[src/rtl/pipelined_adder_pkg.sv]
// Shared constants and parameter helpers for the slice-pipelined adder family.
// Later pipelined blocks reuse the default slice width and stage derivation.
package pipelined_adder_pkg;

  localparam int DEFAULT_SLICE = 4;

  // Guard the division so an illegal SLICE still elaborates far enough to hit the error check.
  function automatic int calc_stages(input int width, input int slice);
    return (slice > 0 && width >= slice) ? width / slice : 1;
  endfunction

  function automatic bit slicing_legal(input int width, input int slice);
    return (slice > 0) && (width >= slice) && ((width % slice) == 0);
  endfunction

endpackage

[src/rtl/adder_slice.sv]
// Combinational SLICE-bit ripple-carry adder built from per-bit full adders.
module adder_slice #(
  parameter int SLICE = 4
) (
  input  logic             ci,
  input  logic [SLICE-1:0] a,
  input  logic [SLICE-1:0] b,
  output logic [SLICE-1:0] s,
  output logic             co
);

  logic [SLICE:0] w_c;

  assign w_c[0] = ci;

  for (genvar i = 0; i < SLICE; i++) begin : g_bit
    assign s[i]     = a[i] ^ b[i] ^ w_c[i];
    assign w_c[i+1] = (a[i] & b[i]) | (w_c[i] & (a[i] ^ b[i]));
  end

  assign co = w_c[SLICE];

endmodule

[src/rtl/pipelined_adder.sv]
// WIDTH-bit adder split into SLICE-bit stages with a registered carry between stages,
// valid/ready handshake with a global stall, and optional unsigned saturation.
module pipelined_adder
  import pipelined_adder_pkg::*;
#(
  parameter int WIDTH    = 16,
  parameter int SLICE    = DEFAULT_SLICE,
  parameter int SATURATE = 0
) (
  input  logic             clock,
  input  logic             reset_n,
  input  logic             in_valid,
  output logic             in_ready,
  input  logic [WIDTH-1:0] a,
  input  logic [WIDTH-1:0] b,
  input  logic             ci,
  output logic             out_valid,
  input  logic             out_ready,
  output logic [WIDTH-1:0] sum,
  output logic             co,
  output logic             sat
);

  localparam int STAGES = calc_stages(WIDTH, SLICE);
  localparam bit SAT_EN = (SATURATE != 0);

  if (!slicing_legal(WIDTH, SLICE)) begin : g_bad_params
    $error("pipelined_adder: WIDTH (%0d) must be a positive multiple of SLICE (%0d)",
           WIDTH, SLICE);
  end

  logic              r_valid [STAGES];
  logic              r_carry [STAGES];
  logic [WIDTH-1:0]  r_sum   [STAGES];
  logic [WIDTH-1:0]  r_a     [STAGES];
  logic [WIDTH-1:0]  r_b     [STAGES];
  logic              r_sat;
  logic [STAGES-1:0] w_co;
  logic              w_advance;

  // The whole pipe moves as one; an unconsumed result freezes every stage.
  assign w_advance = !r_valid[STAGES-1] || out_ready;
  assign in_ready  = w_advance;

  assign out_valid = r_valid[STAGES-1];
  assign sum       = r_sum[STAGES-1];
  assign co        = r_carry[STAGES-1];
  assign sat       = r_sat;

  for (genvar k = 0; k < STAGES; k++) begin : g_stage
    localparam bit LAST = (k == STAGES - 1);

    logic             w_v_in;
    logic             w_c_in;
    logic [WIDTH-1:0] w_a_in;
    logic [WIDTH-1:0] w_b_in;
    logic [WIDTH-1:0] w_sum_in;
    logic [WIDTH-1:0] w_sum_next;
    logic [SLICE-1:0] w_s;

    if (k == 0) begin : g_head
      assign w_v_in   = in_valid;
      assign w_c_in   = ci;
      assign w_a_in   = a;
      assign w_b_in   = b;
      assign w_sum_in = '0;
    end else begin : g_tail
      assign w_v_in   = r_valid[k-1];
      assign w_c_in   = r_carry[k-1];
      assign w_a_in   = r_a[k-1];
      assign w_b_in   = r_b[k-1];
      assign w_sum_in = r_sum[k-1];
    end

    // Operands travel pre-shifted, so every stage adds the low slice.
    adder_slice #(.SLICE(SLICE)) u_slice (
      .ci (w_c_in),
      .a  (w_a_in[SLICE-1:0]),
      .b  (w_b_in[SLICE-1:0]),
      .s  (w_s),
      .co (w_co[k])
    );

    always_comb begin
      // NOTE: assign a full default before any conditional update so no latch is inferred.
      w_sum_next                   = w_sum_in;
      w_sum_next[k*SLICE +: SLICE] = w_s;
      if (LAST && SAT_EN && w_co[k]) begin
        w_sum_next = '1;
      end
    end

    // NOTE: data registers are reset as well so sum reads 0 while reset is held.
    // NOTE: non-blocking assignments let every stage sample its predecessor's old value.
    always_ff @(posedge clock or negedge reset_n) begin
      if (!reset_n) begin
        r_valid[k] <= 1'b0;
        r_carry[k] <= 1'b0;
        r_sum[k]   <= '0;
        r_a[k]     <= '0;
        r_b[k]     <= '0;
      end else if (w_advance) begin
        r_valid[k] <= w_v_in;
        r_carry[k] <= w_co[k];
        r_sum[k]   <= w_sum_next;
        r_a[k]     <= w_a_in >> SLICE;
        r_b[k]     <= w_b_in >> SLICE;
      end
    end
  end

  always_ff @(posedge clock or negedge reset_n) begin
    if (!reset_n) begin
      r_sat <= 1'b0;
    end else if (w_advance) begin
      r_sat <= SAT_EN && w_co[STAGES-1];
    end
  end

endmodule

[config.mk]
export PLATFORM = sky130hd
export DESIGN_NAME = pipelined_adder
export DESIGN_NICKNAME = d
export VERILOG_FILES = /design/src/rtl/pipelined_adder_pkg.sv /design/src/rtl/adder_slice.sv /design/src/rtl/pipelined_adder.sv
export SDC_FILE = /design/constraint.sdc
export NUM_CORES = 1
export LEC_CHECK = 0
export ABC_CLOCK_PERIOD_IN_PS = 4280
export BUFFER_PORTS_ARGS = -buffer_cell sky130_fd_sc_hd__buf_2
export CAP_MARGIN = 30
export CORE_MARGIN = 2
export CORE_UTILIZATION = 40
export CTS_BUF_LIST = sky130_fd_sc_hd__clkbuf_8
export DETAILED_ROUTE_END_ITERATION = 7
export SYNTH_ARGS = -nofsm -noshare
export SYNTH_HDL_FRONTEND = slang
export SYNTH_SLANG_ARGS = --single-unit
[constraint.sdc]
create_clock -name clock -period 4.28 [get_ports clock]
set_clock_uncertainty 0.1 [all_clocks]
set_input_delay 1.07 -clock clock [delete_from_list [all_inputs] [get_ports clock]]
set_output_delay 1.07 -clock clock [all_outputs]
set_load 0.01 [all_outputs]
==> results.md <==
* Outcome: finished, final reports clean
* Worst-Skew Late Latency at between 0.3 and 0.4 ns
* ANT cells at 0
* Largest net degree at the start of global routing at between 90 and 100
* Finished Layout Cells at 460
* Final ANT Viol Nets at 0
* Crit-path slowest cell: buf_2
* Library cells used by synthesis at 15
* Port-buffer cells at 55
* Post-CTS setup buffer count at 0
* CTS Sinks at between 90 and 100
* CP Data Required Time at between 3 and 4 ns
* Crit Path Max Fanout at 13
* Drt drc at 0
* Vias per cell at roughly 4.7
* Setup Viol. Count Final at 0
* Synthesized instance count at 264
* Critical-path cell list: buf_2 -> nand2b_4 -> buf_2
* Post-Route WL at approximately 6300 um
* Rel. slew slack at 61.44%
* CP Class: input pin to output pin
* Detailed Place HPWL at approximately 4100 um
* Top FF cell, synth: dfrtp_1
* Drt initial violations at 51
* Area Overhead vs Synth at 14.52%
* Period minus WS final at ~2.9 ns
* Final Hold Fails at 0
* Post-Place Cell Area at around 4500 um2
* WL/cell at 13.62 um
* Worst path max stage delay at 0.27 ns
* Asr flop ratio synth at 100.0%
* Die Span Y at about 110 um
* Worst setup SP type: input pin
* Yosys Warn Count at 0
* Number of flops mapped to enable cells by yosys at 0
* Post-Syn Nets at roughly 320
* Root Driver: clkbuf_8
* Vias in the first global route at between 2000 and 2500
* Number of top-level pins at 57
* Initial Util at roughly 41%
* Via count at between 2000 and 2500
* Synthesized cell area at between 4000 and 5000 um2
* Worst Hold Class: flop to flop
* Total congestion overflow at 0
* First-pass iteration count of the detailed router at 4
* CTS Buffer Depth at 2
* Fin. max-slew vios at 0
* Fmax at about 350 MHz
* Design area at 4727 um2
* CP arrival at 1.71 ns
* Cell taking the most area after synthesis: dfrtp_1
* Top cells by count, synth: 96 x dfrtp_1, 68 x mux2_2, 28 x inv_1
* Antenna violations before repair at 0
* Pwr/cell area at 699.1 nW/um2
* Max_cap viols at 0
* Slew at the pin with the worst max-slew slack at ~0.58 ns
* First-pass GRT wire length at 11120 um
* Critical Path Most Common Cell: buf_2
* Reg clk slew, reported paths at ~0.09 ns
* Total negative slack at 0 ns
* All-Layer GR Usage at 12.70%
* Dominant cell by count in the synthesized netlist: dfrtp_1
* Syn avg cell area at 15.64 um2
* Gpl congestion at approximately 0.70
* Area contributors post-synth: dfrtp_1 58%, mux2_2 19%, fa_1 7.8%
* CORE AREA at about 10000 um2
* Share of cells above drive strength 1 at a little over 50%
* H-tree depth at 3
* Nets at ~370
* CTS buffer count at 9
* Peak supply drop at 0.2769 mV
* Number of synthesized register bits at 96
* Yosys top cell area share at 58.20%
* Die ar. at 11150 um2
* CP Capture Type: output pin
* P_leak at between 2 and 2.5 nW
* Sequential area share after synthesis at around three fifths
* RSZ-0062 raised after global routing: false
* Fin crit share at between 60% and 70%
* Chip Width at 105.6 um
* CTS resizes at 0
* Hold_buf cts at 0
* Row Count at 37
* Placed insts at roughly 440
* CTS tree: built
power by group:
group          total [mW]  switching (mW)  leakage [nW]  internal [mW]
clock network       0.639           0.310         0.106          0.329
registers            1.53           0.227          1.11           1.30
logic                1.14           0.470         0.955          0.668
total                3.30            1.01          2.17           2.30
state kept, by name, summed over array words and instances (netlist names):
name and flops:
g_stage.w_b_in 24, g_stage.w_c_in 3, g_stage.w_sum_in 24, sum 16
co 1, g_stage.w_a_in 24, out_valid 1, g_stage.w_v_in 3
routing by layer:
metal	vias up	wire length [um]	GRT usage, %
met2	46	2873	19.35
met4	0	114	5.357
li1	983	-	-
met5	-	0	0
met3	9	226	3.216
met1	1102	3049	17.35
placed cells by master (no fill, tap or decap):
master      instances
mux2_2             68
fa_1               16
buf_4               3
nor3b_1            12
bufinv_16           2
a21oi_1             3
a21oi_2             9
nand2b_1            1
nand2b_4            1
conb_1              1
clkbuf_8            9
dfrtp_1            96
clkinvlp_4          2
clkinv_2            2
inv_1              28
inv_6               1
buf_12              1
buf_2              54
mux2_4             15
path summary, 6_finish.rpt:
check,start,endpoint,slack [ns],depth (start not counted)
max,out_ready,in_ready,1.40,3
min in group asynchronous,reset_n,g_stage[1].w_a_in[3],0.61,1
max in group asynchronous,reset_n,g_stage[3].w_sum_in[11],2.70,2
min reg2reg,g_stage[3].w_v_in,out_valid,0.36,1
max reg2reg,g_stage[3].w_b_in[0],sum[15],1.89,8
min,g_stage[3].w_v_in,out_valid,0.36,1
stage by stage:
stage	worst slack [ns]	util (%)	hold WS [ns]	power, mW
finish	1.401	46.41	0.3650	3.305
floorplan	1.386	-	0.3349	2.404
detailed placement	1.278	44.28	0.3501	2.720
global route	1.367	46.41	0.3963	3.592
CTS	1.410	46.41	0.3702	3.370
global placement	1.291	44.28	0.3512	2.674
cell families after synthesis:
kind of cell | Yosys count | synth area share, %
other | 1 | 0.09085
muxes | 83 | 24.01
AOI/OAI and AO/OA | 12 | 2.273
adders and majority gates | 16 | 7.760
DFF | 96 | 58.20
buffers and inverters | 42 | 5.002
and+or+nand+nor | 14 | 2.668
critical path: cells and delay by family:
kind	cells	cell delay, ns
AND/OR/NAND/NOR	1	0.21
buffers and inverters	2	0.41
area by class of cell:
class | count | area (um2)
multi-input cells | 126 | 1519
flip-flops and latches | 96 | 2402
clock inverters | 7 | 93.84
well taps | 136 | 170.2
repair buffers | 58 | 312.8
fillers | 937 | 5458
inverters | 28 | 105.1
clock buffers | 9 | 123.9
No activity file was read; power rests on OpenSTA's default activity.
